**config.mk**
```make
export PLATFORM = sky130hd
export DESIGN_NAME = class_score_argmax
export DESIGN_NICKNAME = d
export VERILOG_FILES = /design/src/rtl/class_score_pkg.sv /design/src/rtl/score_sat_add.sv /design/src/rtl/class_score_argmax.sv
export SDC_FILE = /design/constraint.sdc
export NUM_CORES = 1
export LEC_CHECK = 0
export ABC_AREA = 0
export CORE_ASPECT_RATIO = 1.5
export CORE_MARGIN = 2
export CORE_UTILIZATION = 44
export DETAILED_ROUTE_END_ITERATION = 8
export GPL_TIMING_DRIVEN = 0
export HOLD_SLACK_MARGIN = 0.03
export MAX_ROUTING_LAYER = met4
export PLACE_DENSITY_LB_ADDON = 0.1
export SLEW_MARGIN = 20
export SYNTH_ARGS = -nofsm -noshare
export SYNTH_HDL_FRONTEND = slang
export SYNTH_HIERARCHICAL = 1
export SYNTH_SLANG_ARGS = --single-unit
export TNS_END_PERCENT = 10
```
**constraint.sdc**
```tcl
create_clock -name clk -period 7.65 [get_ports clk]
set_input_delay 0.765 -clock clk [delete_from_list [all_inputs] [get_ports clk]]
set_output_delay 0.765 -clock clk [all_outputs]
set_load 0.05 [all_outputs]
```
**src/rtl/class_score_pkg.sv**
```systemverilog
// Shared types and helpers for the classifier back-end score path.
package class_score_pkg;

  typedef enum logic [1:0] {IDLE, ACCUM, EMIT, DONE} state_t;

  // Index width that stays legal (>= 1 bit) for a count of one.
  function automatic int idx_width(input int n);
    return (n > 1) ? $clog2(n) : 1;
  endfunction

  function automatic logic signed [63:0] sat_add_s(input logic signed [63:0] a,
                                                   input logic signed [63:0] b,
                                                   input int              width);
    logic signed [63:0] sum;
    logic signed [63:0] max_v;
    logic signed [63:0] min_v;
    sum   = a + b;
    max_v = (64'sd1 <<< (width - 1)) - 64'sd1;
    min_v = -max_v - 64'sd1;
    // Operands are in range for width, so overflow shows up as a sign flip at bit width-1.
    if (!a[width-1] && !b[width-1] && sum[width-1])
      return max_v;
    if (a[width-1] && b[width-1] && !sum[width-1])
      return min_v;
    return sum;
  endfunction

endpackage

```
**src/rtl/score_sat_add.sv**
```systemverilog
// Combinational signed saturating adder: wide score plus sign-extended narrow bias.
module score_sat_add #(
  parameter int ACC_WIDTH  = 32,
  parameter int DATA_WIDTH = 16
) (
  input  logic signed [ACC_WIDTH-1:0]  a,
  input  logic signed [DATA_WIDTH-1:0] b,
  output logic signed [ACC_WIDTH-1:0]  sum
);

  localparam logic signed [ACC_WIDTH-1:0] MAX_VAL = {1'b0, {(ACC_WIDTH-1){1'b1}}};
  localparam logic signed [ACC_WIDTH-1:0] MIN_VAL = {1'b1, {(ACC_WIDTH-1){1'b0}}};

  logic signed [ACC_WIDTH-1:0] b_ext;
  logic signed [ACC_WIDTH-1:0] raw;
  logic                        pos_ovf;
  logic                        neg_ovf;

  assign b_ext = ACC_WIDTH'(b);
  assign raw   = a + b_ext;

  // Same-sign operands producing an opposite-sign result is the only overflow case.
  assign pos_ovf = !a[ACC_WIDTH-1] && !b_ext[ACC_WIDTH-1] &&  raw[ACC_WIDTH-1];
  assign neg_ovf =  a[ACC_WIDTH-1] &&  b_ext[ACC_WIDTH-1] && !raw[ACC_WIDTH-1];

  assign sum = pos_ovf ? MAX_VAL : (neg_ovf ? MIN_VAL : raw);

endmodule

```
**src/rtl/class_score_argmax.sv**
```systemverilog
// Streaming bias-add and argmax: one score per cycle in, one class result per row out.
module class_score_argmax
  import class_score_pkg::*;
#(
  parameter int DATA_WIDTH  = 16,
  parameter int ACC_WIDTH   = 32,
  parameter int NUM_CLASSES = 10,
  parameter int NUM_ROWS    = 1,
  parameter int IDX_WIDTH   = $clog2(NUM_CLASSES)
) (
  input  logic                              clk,
  input  logic                              reset,
  input  logic                              start,
  input  logic [NUM_CLASSES*DATA_WIDTH-1:0] bias,
  input  logic                              in_valid,
  output logic                              in_ready,
  input  logic signed [ACC_WIDTH-1:0]       in_data,
  output logic                              out_valid,
  input  logic                              out_ready,
  output logic [IDX_WIDTH-1:0]              out_class,
  output logic [NUM_CLASSES-1:0]            out_onehot,
  output logic signed [ACC_WIDTH-1:0]       out_score,
  output logic                              busy,
  output logic                              done
);

  localparam int                   ROW_WIDTH = idx_width(NUM_ROWS);
  localparam logic [IDX_WIDTH-1:0] LAST_CLS  = IDX_WIDTH'(NUM_CLASSES - 1);
  localparam logic [ROW_WIDTH-1:0] LAST_ROW  = ROW_WIDTH'(NUM_ROWS - 1);

  state_t                      state;
  logic [IDX_WIDTH-1:0]        cls_cnt;
  logic [ROW_WIDTH-1:0]        row_cnt;
  logic [IDX_WIDTH-1:0]        cur_idx;
  logic signed [ACC_WIDTH-1:0] cur_max;
  logic signed [DATA_WIDTH-1:0] cls_bias;
  logic signed [ACC_WIDTH-1:0] biased;
  logic                        xfer;
  logic                        take_new;
  logic [IDX_WIDTH-1:0]        best_idx;
  logic signed [ACC_WIDTH-1:0] best_val;

  always_comb begin
    cls_bias = '0;
    for (int i = 0; i < NUM_CLASSES; i++)
      if (cls_cnt == IDX_WIDTH'(i))
        cls_bias = bias[i*DATA_WIDTH +: DATA_WIDTH];
  end

  score_sat_add #(
    .ACC_WIDTH (ACC_WIDTH),
    .DATA_WIDTH(DATA_WIDTH)
  ) u_sat_add (
    .a  (in_data),
    .b  (cls_bias),
    .sum(biased)
  );

  assign xfer = in_valid && in_ready;

  // Strict greater-than keeps the lower index on ties; class 0 always seeds the max.
  always_comb begin
    take_new = (cls_cnt == '0) || (biased > cur_max);
    best_val = take_new ? biased  : cur_max;
    best_idx = take_new ? cls_cnt : cur_idx;
  end

  always_ff @(posedge clk) begin
    if (reset) begin
      state      <= IDLE;
      cls_cnt    <= '0;
      row_cnt    <= '0;
      cur_idx    <= '0;
      cur_max    <= '0;
      in_ready   <= 1'b0;
      out_valid  <= 1'b0;
      out_class  <= '0;
      out_onehot <= '0;
      out_score  <= '0;
      busy       <= 1'b0;
      done       <= 1'b0;
    end else begin
      case (state)
        IDLE: begin
          if (start) begin
            state      <= ACCUM;
            cls_cnt    <= '0;
            row_cnt    <= '0;
            busy       <= 1'b1;
            in_ready   <= 1'b1;
            out_class  <= '0;
            out_onehot <= '0;
            out_score  <= '0;
          end
        end
        ACCUM: begin
          if (xfer) begin
            cur_max <= best_val;
            cur_idx <= best_idx;
            if (cls_cnt == LAST_CLS) begin
              out_class  <= best_idx;
              out_onehot <= NUM_CLASSES'(1) << best_idx;
              out_score  <= best_val;
              out_valid  <= 1'b1;
              in_ready   <= 1'b0;
              state      <= EMIT;
            end else begin
              cls_cnt <= cls_cnt + IDX_WIDTH'(1);
            end
          end
        end
        EMIT: begin
          if (out_ready) begin
            out_valid <= 1'b0;
            if (row_cnt != LAST_ROW) begin
              row_cnt  <= row_cnt + ROW_WIDTH'(1);
              cls_cnt  <= '0;
              in_ready <= 1'b1;
              state    <= ACCUM;
            end else begin
              done  <= 1'b1;
              busy  <= 1'b0;
              state <= DONE;
            end
          end
        end
        DONE: begin
          done  <= 1'b0;
          state <= IDLE;
        end
        default: state <= IDLE;
      endcase
    end
  end

endmodule

```
* Yosys cells after proc, flatten, opt, wreduce, memory -nomap -nowiden
Cells that the tools add are included.
** Cells by class
- Shift operators :: 1
- Muxes and demuxes :: 57
- Order comparisons :: 1
- Add/sub/neg operators :: 3
- Equal/unequal tests :: 19
- Reductions and logical operators :: 25
** Operators with widths (number)
- $mux 32 :: 6
- $mux 16 :: 10
- $pmux 32 s2 :: 1
- $add 32x16->32 :: 1
- $gt 32x32->1 :: 1
- $mux 4 :: 8
- $mux 10 :: 3
- $pmux 10 s2 :: 1
- $eq 4x3->1 const B :: 4
- $reduce_and 4->1 :: 4
- $mux 1 :: 15
- $ne 2x2->1 const B :: 7
- $pmux 4 s3 :: 1
- $reduce_and 6->1 :: 2
- $mux 2 :: 5
- $shl 1x4->10 const A :: 1
- $eq 4x2->1 const B :: 2
- $eq 4x4->1 const B :: 2
- $pmux 1 s2 :: 4
- $pmux 2 s4 :: 1
- $pmux 4 s2 :: 1
- $reduce_bool 2->1 :: 4
- $reduce_and 3->1 :: 2
- $logic_and 1x1->1 :: 5
- 12 further kinds :: 15
** Word-level totals
- Bits of input ports :: 197
- Flip-flop bits (word level) :: 93
- Output and inout port bits :: 50
- Logic and storage cells :: 118

* Logic depth before layout (Yosys ltp)
Gate-level depths: netlist of run 1.
- Depth in word-level cells :: 23
- Depth in mapped cells :: 33
- Mapped depth without buffers :: 29

* Modules after synthesis
The synthesis of run 1 kept the hierarchy.
** Modules (own cells, without submodules)
- class_score_argmax :: cells each 765, times used 1, sequential area each 1841.8 um^2, area each 6032.0 um^2
- score_sat_add :: cells each 324, times used 1, sequential area each 0.0 um^2, area each 2158.3 um^2

* Worst setup path after synthesis of run 1
OpenSTA, ideal clock, no wires.
- Path type :: reg2reg
- From :: reg cls_cnt[1]
- To :: reg out_onehot[5]
- Setup time :: 117 ps
- Period minus slack after synthesis :: 7363 ps
- Stages on the path, launching flop included :: 31
- Buffers on the path :: 3
- Slack :: 287 ps
- Arrival time :: 7245 ps
- Required time :: 7533 ps
- Cells stage by stage :: dfxtp_1 clkbuf_1 inv_1 ha_1 nor4b_2 a22oi_1 nor2_1 a21oi_1 nor2_1 a221oi_1 a211o_1 a31oi_1 ha_1 buf_6 a211oi_2 o21ai_1 a221oi_2 or4b_1 o311a_2 nand3_2 clkbuf_1 o21ai_0 ha_1 a21oi_1 nand2_1 a221o_1 o31ai_4 a21o_4 a31oi_2 or2_4 a32o_1
** Between the ends
- Longest elaborated chain between the ends :: 23
- Elaborated cells between the ends (all ways) :: 38
- Classes of those cells :: add/sub: 1; order compare: 1; eq/ne: 10; shift: 1; mux: 16; reduce/logical: 9
** RTL lines
- start: declaration :: line class_score_argmax.sv:32 : logic [IDX_WIDTH-1:0] cls_cnt;
- start signal: assignment :: line class_score_argmax.sv:108 : cls_cnt <= cls_cnt + IDX_WIDTH'(1);
- $logic_not 4->1 :: line class_score_argmax.sv:46 : if (cls_cnt == IDX_WIDTH'(i))
- $mux 16 (9 in series) :: line class_score_argmax.sv:46
- $mux 16 * :: line class_score_argmax.sv:46
- via cls_bias[15] :: line class_score_argmax.sv:36 : logic signed [DATA_WIDTH-1:0] cls_bias;
- $add 32x16->32 :: line score_sat_add.sv:20 : assign raw = a + b_ext;
- $logic_not 1->1 :: line score_sat_add.sv:24 : assign neg_ovf = a[ACC_WIDTH-1] && b_ext[ACC_WIDTH-1] && !raw[ACC_WIDTH-1];
- $logic_and 1x1->1 :: line score_sat_add.sv:24
- $mux 32 :: line score_sat_add.sv:26 : assign sum = pos_ovf ? MAX_VAL : (neg_ovf ? MIN_VAL : raw);
- $mux 32 * :: line score_sat_add.sv:26
- via biased[14] :: line class_score_argmax.sv:37 : logic signed [ACC_WIDTH-1:0] biased;
- $gt 32x32->1 * :: line class_score_argmax.sv:63 : take_new = (cls_cnt == '0) || (biased > cur_max);
- $logic_or 1x1->1 * :: line class_score_argmax.sv:63
- $mux 4 * :: line class_score_argmax.sv:65 : best_idx = take_new ? cls_cnt : cur_idx;
- $shl 1x4->10 * :: line class_score_argmax.sv:102 : out_onehot <= NUM_CLASSES'(1) << best_idx;
- $mux 10 * :: line class_score_argmax.sv:100 : if (cls_cnt == LAST_CLS) begin
- $mux 10 * :: line class_score_argmax.sv:97 : if (xfer) begin
- $pmux 10 s2 * :: line class_score_argmax.sv:83 : case (state)
- end signal: assignment :: line class_score_argmax.sv:102
- end: declaration :: line class_score_argmax.sv:21 : output logic [NUM_CLASSES-1:0] out_onehot,
Mark *: on every way through the listed nets, which the timed path passes. The rest lies on a longest branch. The select of a mux whose other input is x is not followed.
A chain may end at the register's enable or synchronous reset.

* Worst setup path after layout of run 1
- From :: reg cls_cnt[1]
- To :: reg cur_max[7]
** Between the ends
- Longest elaborated chain between the ends :: 19
- Elaborated cells between the ends (all ways) :: 32
- Classes of those cells :: add/sub: 1; order compare: 1; eq/ne: 9; mux: 13; reduce/logical: 8
** RTL lines
- $logic_not 4->1 :: line class_score_argmax.sv:46
- $mux 16 (9 in series) :: line class_score_argmax.sv:46
- $mux 16 * :: line class_score_argmax.sv:46
- via cls_bias[15] :: line class_score_argmax.sv:36
- $add 32x16->32 :: line score_sat_add.sv:20
- $logic_not 1->1 :: line score_sat_add.sv:24
- $logic_and 1x1->1 :: line score_sat_add.sv:24
- $mux 32 :: line score_sat_add.sv:26
- $mux 32 * :: line score_sat_add.sv:26
- via biased[14] :: line class_score_argmax.sv:37
- $gt 32x32->1 * :: line class_score_argmax.sv:63
- $logic_or 1x1->1 * :: line class_score_argmax.sv:63
- $mux 32 * :: line class_score_argmax.sv:64 : best_val = take_new ? biased : cur_max;
- end signal: assignment :: line class_score_argmax.sv:98 : cur_max <= best_val;
- end: declaration :: line class_score_argmax.sv:35 : logic signed [ACC_WIDTH-1:0] cur_max;
Mark *: on every way through the listed nets, which the timed path passes. The rest lies on a longest branch.

==> flow_metrics.env, run 1 <==
export IMPL_outcome="finished, final reports clean"
export IMPL_routed_wirelength_um=28500
export IMPL_reg2reg_from="cls_cnt[1]"
export IMPL_ir_drop_v=0.000234
export IMPL_tightest_slew_ns=0.960
export IMPL_clk_latency_ns=0.35
export IMPL_cts_root_buffer="clkbuf_16"
export IMPL_grt_pass1_vias=8810
export IMPL_core_mm2=0.0184
export IMPL_syn_nets=1360
export IMPL_p_per_area_mw_per_mm2=392
export IMPL_cpLargestDelayFamily="compound AO/OA/AOI/OAI gates"
export IMPL_globalRouteTotalUtil_pct=28.8
export IMPL_fin_total_pwr_uw=4570
export IMPL_rows=61
export IMPL_synth_edf_count=0
export IMPL_min_to="out_score[22]"
export IMPL_dr_pass1_iters=6
export IMPL_cts_tree="built"
export IMPL_die_w_um=115
export IMPL_period_minus_slack_ns=7.38
export IMPL_cts_made_buffers=9
export IMPL_r2r_end="cur_max[7]"
export IMPL_via_per_inst=5.64
export IMPL_vias=9117
export IMPL_synth_area_per_cell_um2=7.52
export IMPL_syn_area_mm2=0.00819
export IMPL_setup_viol=0
export IMPL_start_util_pct=44.5
export IMPL_fmax_mhz=136
export IMPL_dieHeight_um=171
export IMPL_rrSetupSlack_ns=0.27
export IMPL_ys_async_sr_fraction_pct=0
export IMPL_finalSetupTns_ns=0
export IMPL_synth_warnings=6
export IMPL_min_delay_start="out_score[22]"
export IMPL_fin_worst_skew_ns=0.0110
export IMPL_nets=1630
export IMPL_cts_clk_slew_worst_paths_ns=0.07
export IMPL_cts_max_level=3
export IMPL_die_area_mm2=0.0197
export IMPL_worstPathArrival_ns=7.65
export IMPL_cp_slowest_cell="or4b_1"
export IMPL_n_fill_cell=1715
export IMPL_io_buffers=245
export IMPL_syn_to_final_growth_pct=42.2
export IMPL_post_route_period_util_pct=96.4
export IMPL_reg2reg_depth=33
export IMPL_hold_buffers=0
export IMPL_grt_pass1_wl_um=44000
export IMPL_antenna_found_initial=0
export IMPL_grt_ovfl_total=0
export IMPL_min_path_cells=2
export IMPL_layout_drive_gt1_share_pct=10.6
export IMPL_hold_viol=0
export IMPL_slew_headroom_pct=36.0
export IMPL_wl_per_cell_um=17.6
export IMPL_cap_violations=0
export IMPL_cp_start_kind="flop"
export IMPL_slowest_delay_ns=0.51
export IMPL_worstSetupPathType="flop to flop"
export IMPL_postRouteAntennaNets=0
export IMPL_cts_buffer_depth=2
export IMPL_synth_cell_type_count=82
export IMPL_pin_count=247
export IMPL_ys_ff_latch=92
export IMPL_first_iter_violations=556
export IMPL_p_leak_uw=0.00457
export IMPL_ys_seq_area_share_pct=22.5
export IMPL_path_common_cell="nor2_1"
export IMPL_antennaDiodeCount=0
export IMPL_synth_cells=1089
export IMPL_hold_path_class="flop to flop"
export IMPL_worstPathMaxFanout=10
export IMPL_critPathCaptureType="flop"
export IMPL_clkSinkCount=92
export IMPL_place_congestion=0.925
export IMPL_grt_max_degree=16
export IMPL_dp_hpwl_um=23300
export IMPL_final_max_slew_viol_count=0
export IMPL_required_ns=7.92
export IMPL_route_detailed_drc=0
export IMPL_cp_num_buf_inv=7
export IMPL_synth_top_flop_cell="dfxtp_1"
==> metrics by stage <==
stage | instance area, µm² | cells | hold WS (ns) | util [%] | worst slack, ns
CTS | 11400 | 1607 | 0.450 | 61.9 | 0.0194
global route | 11600 | 1616 | 0.467 | 63.3 | -0.0229
global placement | 11000 | 1586 | 0.435 | 59.6 | -1.77
detailed placement | 11000 | 1587 | 0.441 | 59.8 | -0.816
finish | 11600 | 1616 | 0.444 | 63.3 | 0.272
floorplan | 8190 | 1089 | 0.449 | - | 0.287
==> worst max path at each step <==
stage,start,depth (start not counted),slack [ns],end
3_3_place_gp,cls_cnt[1],29,-1.77,out_score[7]
4_1_cts,cls_cnt[1],31,0.02,out_score[7]
2_1_floorplan,cls_cnt[1],30,0.29,out_onehot[5]
5_1_grt,cls_cnt[0],32,-0.02,cur_max[7]
6_report,cls_cnt[1],33,0.27,cur_max[7]
3_5_place_dp,cls_cnt[1],31,-0.82,out_score[7]
==> synth_stat cells, types with 3 or more instances <==
| library cell | n | share of area, % |
|---|---|---|
| a211o_1 | 18 | 1.9 |
| a211oi_1 | 8 | 0.73 |
| a21o_1 | 14 | 1.3 |
| a21oi_1 | 81 | 4.9 |
| a21oi_2 | 29 | 3.1 |
| a221oi_1 | 18 | 1.9 |
| a222oi_1 | 16 | 2.0 |
| a22oi_1 | 16 | 1.5 |
| a31oi_1 | 17 | 1.3 |
| a32o_1 | 8 | 0.98 |
| a32oi_1 | 3 | 0.32 |
| and2_1 | 6 | 0.46 |
| and3_1 | 6 | 0.46 |
| buf_2 | 12 | 0.73 |
| buf_6 | 9 | 1.2 |
| clkbuf_1 | 49 | 2.2 |
| dfxtp_1 | 92 | 22 |
| ha_1 | 73 | 11 |
| inv_1 | 54 | 2.5 |
| mux2i_1 | 34 | 4.2 |
| nand2_1 | 145 | 6.6 |
| nand2_2 | 12 | 0.92 |
| nand2b_1 | 6 | 0.46 |
| nand3_1 | 18 | 1.1 |
| nand3_2 | 3 | 0.37 |
| nand4_1 | 16 | 1.2 |
| nor2_1 | 109 | 5.0 |
| nor2b_1 | 4 | 0.31 |
| nor3_1 | 18 | 1.1 |
| o211ai_1 | 6 | 0.55 |
| o21a_1 | 4 | 0.37 |
| o21ai_0 | 51 | 3.1 |
| o21ai_1 | 37 | 2.3 |
| o311ai_0 | 3 | 0.32 |
| o31ai_1 | 9 | 0.82 |
| or3_1 | 4 | 0.31 |
| xnor2_1 | 10 | 1.1 |
| xor2_1 | 14 | 1.5 |
==> cell usage in the layout, fill, tap and decap left out, types with 7 or more instances in the layout <==
cell type        count
nor2_1             106
xnor2_1             10
clkbuf_1            44
ha_1                72
nand2_2             12
a221oi_1            18
clkdlybuf4s50_1    245
mux2i_1             32
a22oi_1             16
a211o_1             18
clkbuf_16            9
a222oi_1            16
o31ai_1              7
buf_6                8
nand4_1             16
a211oi_1             7
inv_1               54
dfxtp_1             92
buf_2               13
o21ai_0             43
nand2_1            145
a21o_1              14
nor3_1              16
xor2_1              14
a32o_1               8
a21oi_2             31
o21ai_1             44
a31oi_1             16
a21oi_1             78
nand3_1             18
buf_4               12
==> what timing repair did <==
action,in CTS,in global routing
pin swaps,3,10
gates resized for setup,14,47
setup buffers,4,8
endpoints found under the setup margin,82,82
cloned,0,2
==> sequential cells by signal, summed over array words and instances, names as in the netlist <==
| signal | count |
|---|---|
| cur_max | 32 |
| out_score | 32 |
| out_onehot | 10 |
| cls_cnt | 4 |
| cur_idx | 4 |
| out_class | 4 |
| state | 2 |
| busy | 1 |
| done | 1 |
| in_ready | 1 |
| out_valid | 1 |
==> routing by layer <==
metal	up-vias	track usage [%]	part of all wire (%)
li1	4533	-	-
met3	48	4.14	4.5
met4	0	10.6	3.6
met5	-	-	0
met1	4267	31.0	38
met2	269	52.8	54
==> power breakdown <==
| group | total (µW) | switching [µW] | internal (µW) |
|---|---|---|---|
| registers | 532 | 24.7 | 507 |
| logic | 3610 | 2160 | 1440 |
| clock network | 428 | 198 | 230 |
==> cell families (layout without fill, tap and decap cells) <==
family | Yosys count | in the layout | synth area share, %
AO/OA/AOI/OAI | 374 | 374 | 32.1
AND/OR/NAND/NOR | 365 | 365 | 20.4
multiplexers | 35 | 35 | 4.29
adder cells (fa/ha/maj) | 74 | 74 | 11.4
flip-flops | 92 | 92 | 22.5
buffers and inverters | 125 | 400 | 6.78
XOR/XNOR | 24 | 24 | 2.57
==> worst register-to-register path, delay by kind of cell, from the launching register on <==
kind            cells  cell delay (ns)
flops               1             0.33
compound gates     16             3.63
simple gates        7             1.41
fa+ha+maj           3             0.81
buf+inv             7             1.13
==> final cells by class <==
type | instances | area, µm² | share of cell area (%)
Buffer | 70 | 368 | 3.16
Timing Repair Buffer | 260 | 2600 | 22.4
Clock buffer | 11 | 243 | 2.08
Inverter | 54 | 203 | 1.74
Clock inverter | 5 | 35.0 | 0.301
Tap cell | 252 | 315 | 2.71
Sequential cell | 92 | 1840 | 15.8
Multi-Input combinational cell | 872 | 6030 | 51.8
(Power assumes the default switching activity.)
==> run 2, diff against run 1 <==
Settings changed: ABC_AREA 0 to unset.
==> results of run 2 <==
Same layout as run 1: the final DEF is identical, and so are final timing and power.
==> run 3, diff against run 2 <==
Settings changed: PLACE_DENSITY set to 0.85, PLACE_DENSITY_LB_ADDON 0.1 to unset, SLEW_MARGIN 20 to 0.
==> flow_metrics.env, run 3 (synthesis gave the netlist of run 1 again) <==
export IMPL_worstSetupPathType="flop to flop"
export IMPL_dp_hpwl_um=23400
export IMPL_cts_root_buffer="clkbuf_16"
export IMPL_final_max_slew_viol_count=0
export IMPL_cts_clk_slew_worst_paths_ns=0.07
export IMPL_cts_tree="built"
export IMPL_design_area_mm2=0.0116
export IMPL_dieHeight_um=171
export IMPL_required_ns=7.88
export IMPL_vias=9368
export IMPL_globalRouteTotalUtil_pct=29.2
export IMPL_post_route_period_util_pct=96.4
export IMPL_route_detailed_drc=0
export IMPL_path_common_cell="ha_1"
export IMPL_dpl_instance_area_mm2=0.0110
export IMPL_outcome="finished, final reports clean"
export IMPL_seq_power_share_pct=11.5
export IMPL_tightest_slew_ns=0.789
export IMPL_antennaDiodeCount=0
export IMPL_multi_input_comb_area_mm2=0.00601
export IMPL_syn_to_final_growth_pct=41.9
export IMPL_grt_max_degree=19
export IMPL_start_util_pct=44.5
export IMPL_clkPwrFrac_pct=9.2
export IMPL_cp_num_buf_inv=8
export IMPL_rows=61
export IMPL_io_buffers=245
export IMPL_routed_wirelength_um=29100
export IMPL_slew_headroom_pct=47.4
export IMPL_cpLargestDelayFamily="compound AO/OA/AOI/OAI gates"
export IMPL_period_minus_slack_ns=7.37
export IMPL_p_per_area_mw_per_mm2=398
export IMPL_netSwitchingPower_uw=2430
export IMPL_seq_area_mm2=0.00184
export IMPL_grt_pass1_vias=9102
export IMPL_hold_viol=0
export IMPL_pin_count=247
export IMPL_cts_buffer_depth=2
export IMPL_final_cell_mix="clkdlybuf4s50_1 (245), nand2_1 (145), nor2_1 (106)"
export IMPL_dr_pass1_iters=9
export IMPL_swShare_pct=52.5
export IMPL_grt_ovfl_total=0
export IMPL_slowest_delay_ns=0.51
export IMPL_cap_violations=0
export IMPL_ir_drop_v=0.000182
export IMPL_fmax_mhz=136
export IMPL_postRouteAntennaNets=0
export IMPL_antenna_found_initial=0
export IMPL_critPathCaptureType="flop"
export IMPL_place_worst_setup_slack_ns=-0.599
export IMPL_worstPathMaxFanout=10
export IMPL_hold_buffers=0
export IMPL_layout_drive_gt1_share_pct=10.9
export IMPL_core_mm2=0.0184
export IMPL_via_per_inst=5.79
export IMPL_fin_ws_ns=0.277
export IMPL_cp_start_kind="flop"
export IMPL_intPower_uw=2200
export IMPL_clkSinkCount=92
export IMPL_p_leak_uw=0.00456
export IMPL_grt_pass1_wl_um=44000
export IMPL_largestRegisters="cur_max (32), out_score (32), out_onehot (10)"
export IMPL_p_comb_share_pct=79.3
export IMPL_die_area_mm2=0.0197
export IMPL_wl_per_cell_um=18.0
export IMPL_cts_max_level=3
export IMPL_n_fill_cell=1625
export IMPL_place_congestion=0.975
export IMPL_setup_viol=0
export IMPL_die_w_um=115
export IMPL_cts_made_buffers=9
export IMPL_fin_worst_skew_ns=0.0111
export IMPL_worstPathArrival_ns=7.60
export IMPL_nets=1631
export IMPL_clk_latency_ns=0.35
export IMPL_finalSetupTns_ns=0
export IMPL_layout_commonest_cell="clkdlybuf4s50_1"
export IMPL_worst_hold_slack_ns=0.444
export IMPL_hold_path_class="flop to flop"
export IMPL_cp_slowest_cell="or4b_1"
export IMPL_first_iter_violations=678
run 3: cell types whose count changed in the layout (fill, tap and decap cells not counted), sizes merged:
| cell | change |
|---|---|
| buf | -2 |
| clkbuf | +2 |
| clkinv | -2 |
| inv | +2 |
| clkinvlp | +1 |
run 3: final cells by class:
type / instances / area share, %
tap: 252 / 2.71
inverter: 54 / 1.74
sequential: 92 / 15.8
buffer: 69 / 3.21
multi-input combinational: 872 / 51.7
clock buffer: 10 / 1.97
timing repair buffer: 262 / 22.4
clock inverter: 6 / 0.398
run 3: repair_timing:
| action | CTS | global route |
|---|---|---|
| pin swaps | 2 | 8 |
| hold endpoints to repair | 0 | 0 |
| cloned | 0 | 1 |
| setup buffers | 4 | 11 |
| resized for setup | 8 | 51 |
| endpoints found under the setup margin | 82 | 82 |
run 3: worst paths after layout:
kind | startpoint | end | slack [ns] | cells after the start
worst max-delay path | cls_cnt[1] | out_score[4] | 0.28 | 34
worst min-delay path | out_score[25] | out_score[25] | 0.44 | 2
worst max register to register | cls_cnt[1] | out_score[4] | 0.28 | 34
worst min register to register | out_score[25] | out_score[25] | 0.44 | 2
run 3: power groups by stage:
stage	clock network, µW	registers [µW]	logic (µW)
after floorplan	0	564	2400
after global placement	0	541	3220
after detailed placement	0	543	3300
after CTS	424	533	3380
after global routing	445	537	4010
final	423	533	3670
run 3: worst reg2reg max path, delay by kind of cell, from the launching register on:
family | cells | cell delay, ns
buffers and inverters | 8 | 1.31
adders and majority gates | 3 | 0.89
DFF | 1 | 0.37
and+or+nand+nor | 7 | 1.67
AOI/OAI and AO/OA | 15 | 2.72
muxes | 1 | 0.30
run 3: per-stage QoR:
stage | power (µW) | util (%) | std cells
global placement | 3760 | 59.6 | 1586
floorplan | 2960 | - | 1089
global route | 5000 | 63.2 | 1617
CTS | 4340 | 61.6 | 1607
finish | 4630 | 63.2 | 1617
detailed placement | 3840 | 59.7 | 1587
run 3: per-layer routing:
metal | GRT usage (%) | wire, µm | vias to the layer above
met5 | - | 0 | -
met4 | 13.7 | 1320 | 0
met3 | 3.44 | 1620 | 71
met2 | 54.9 | 15800 | 406
met1 | 29.4 | 10400 | 4358
li1 | - | - | 4533
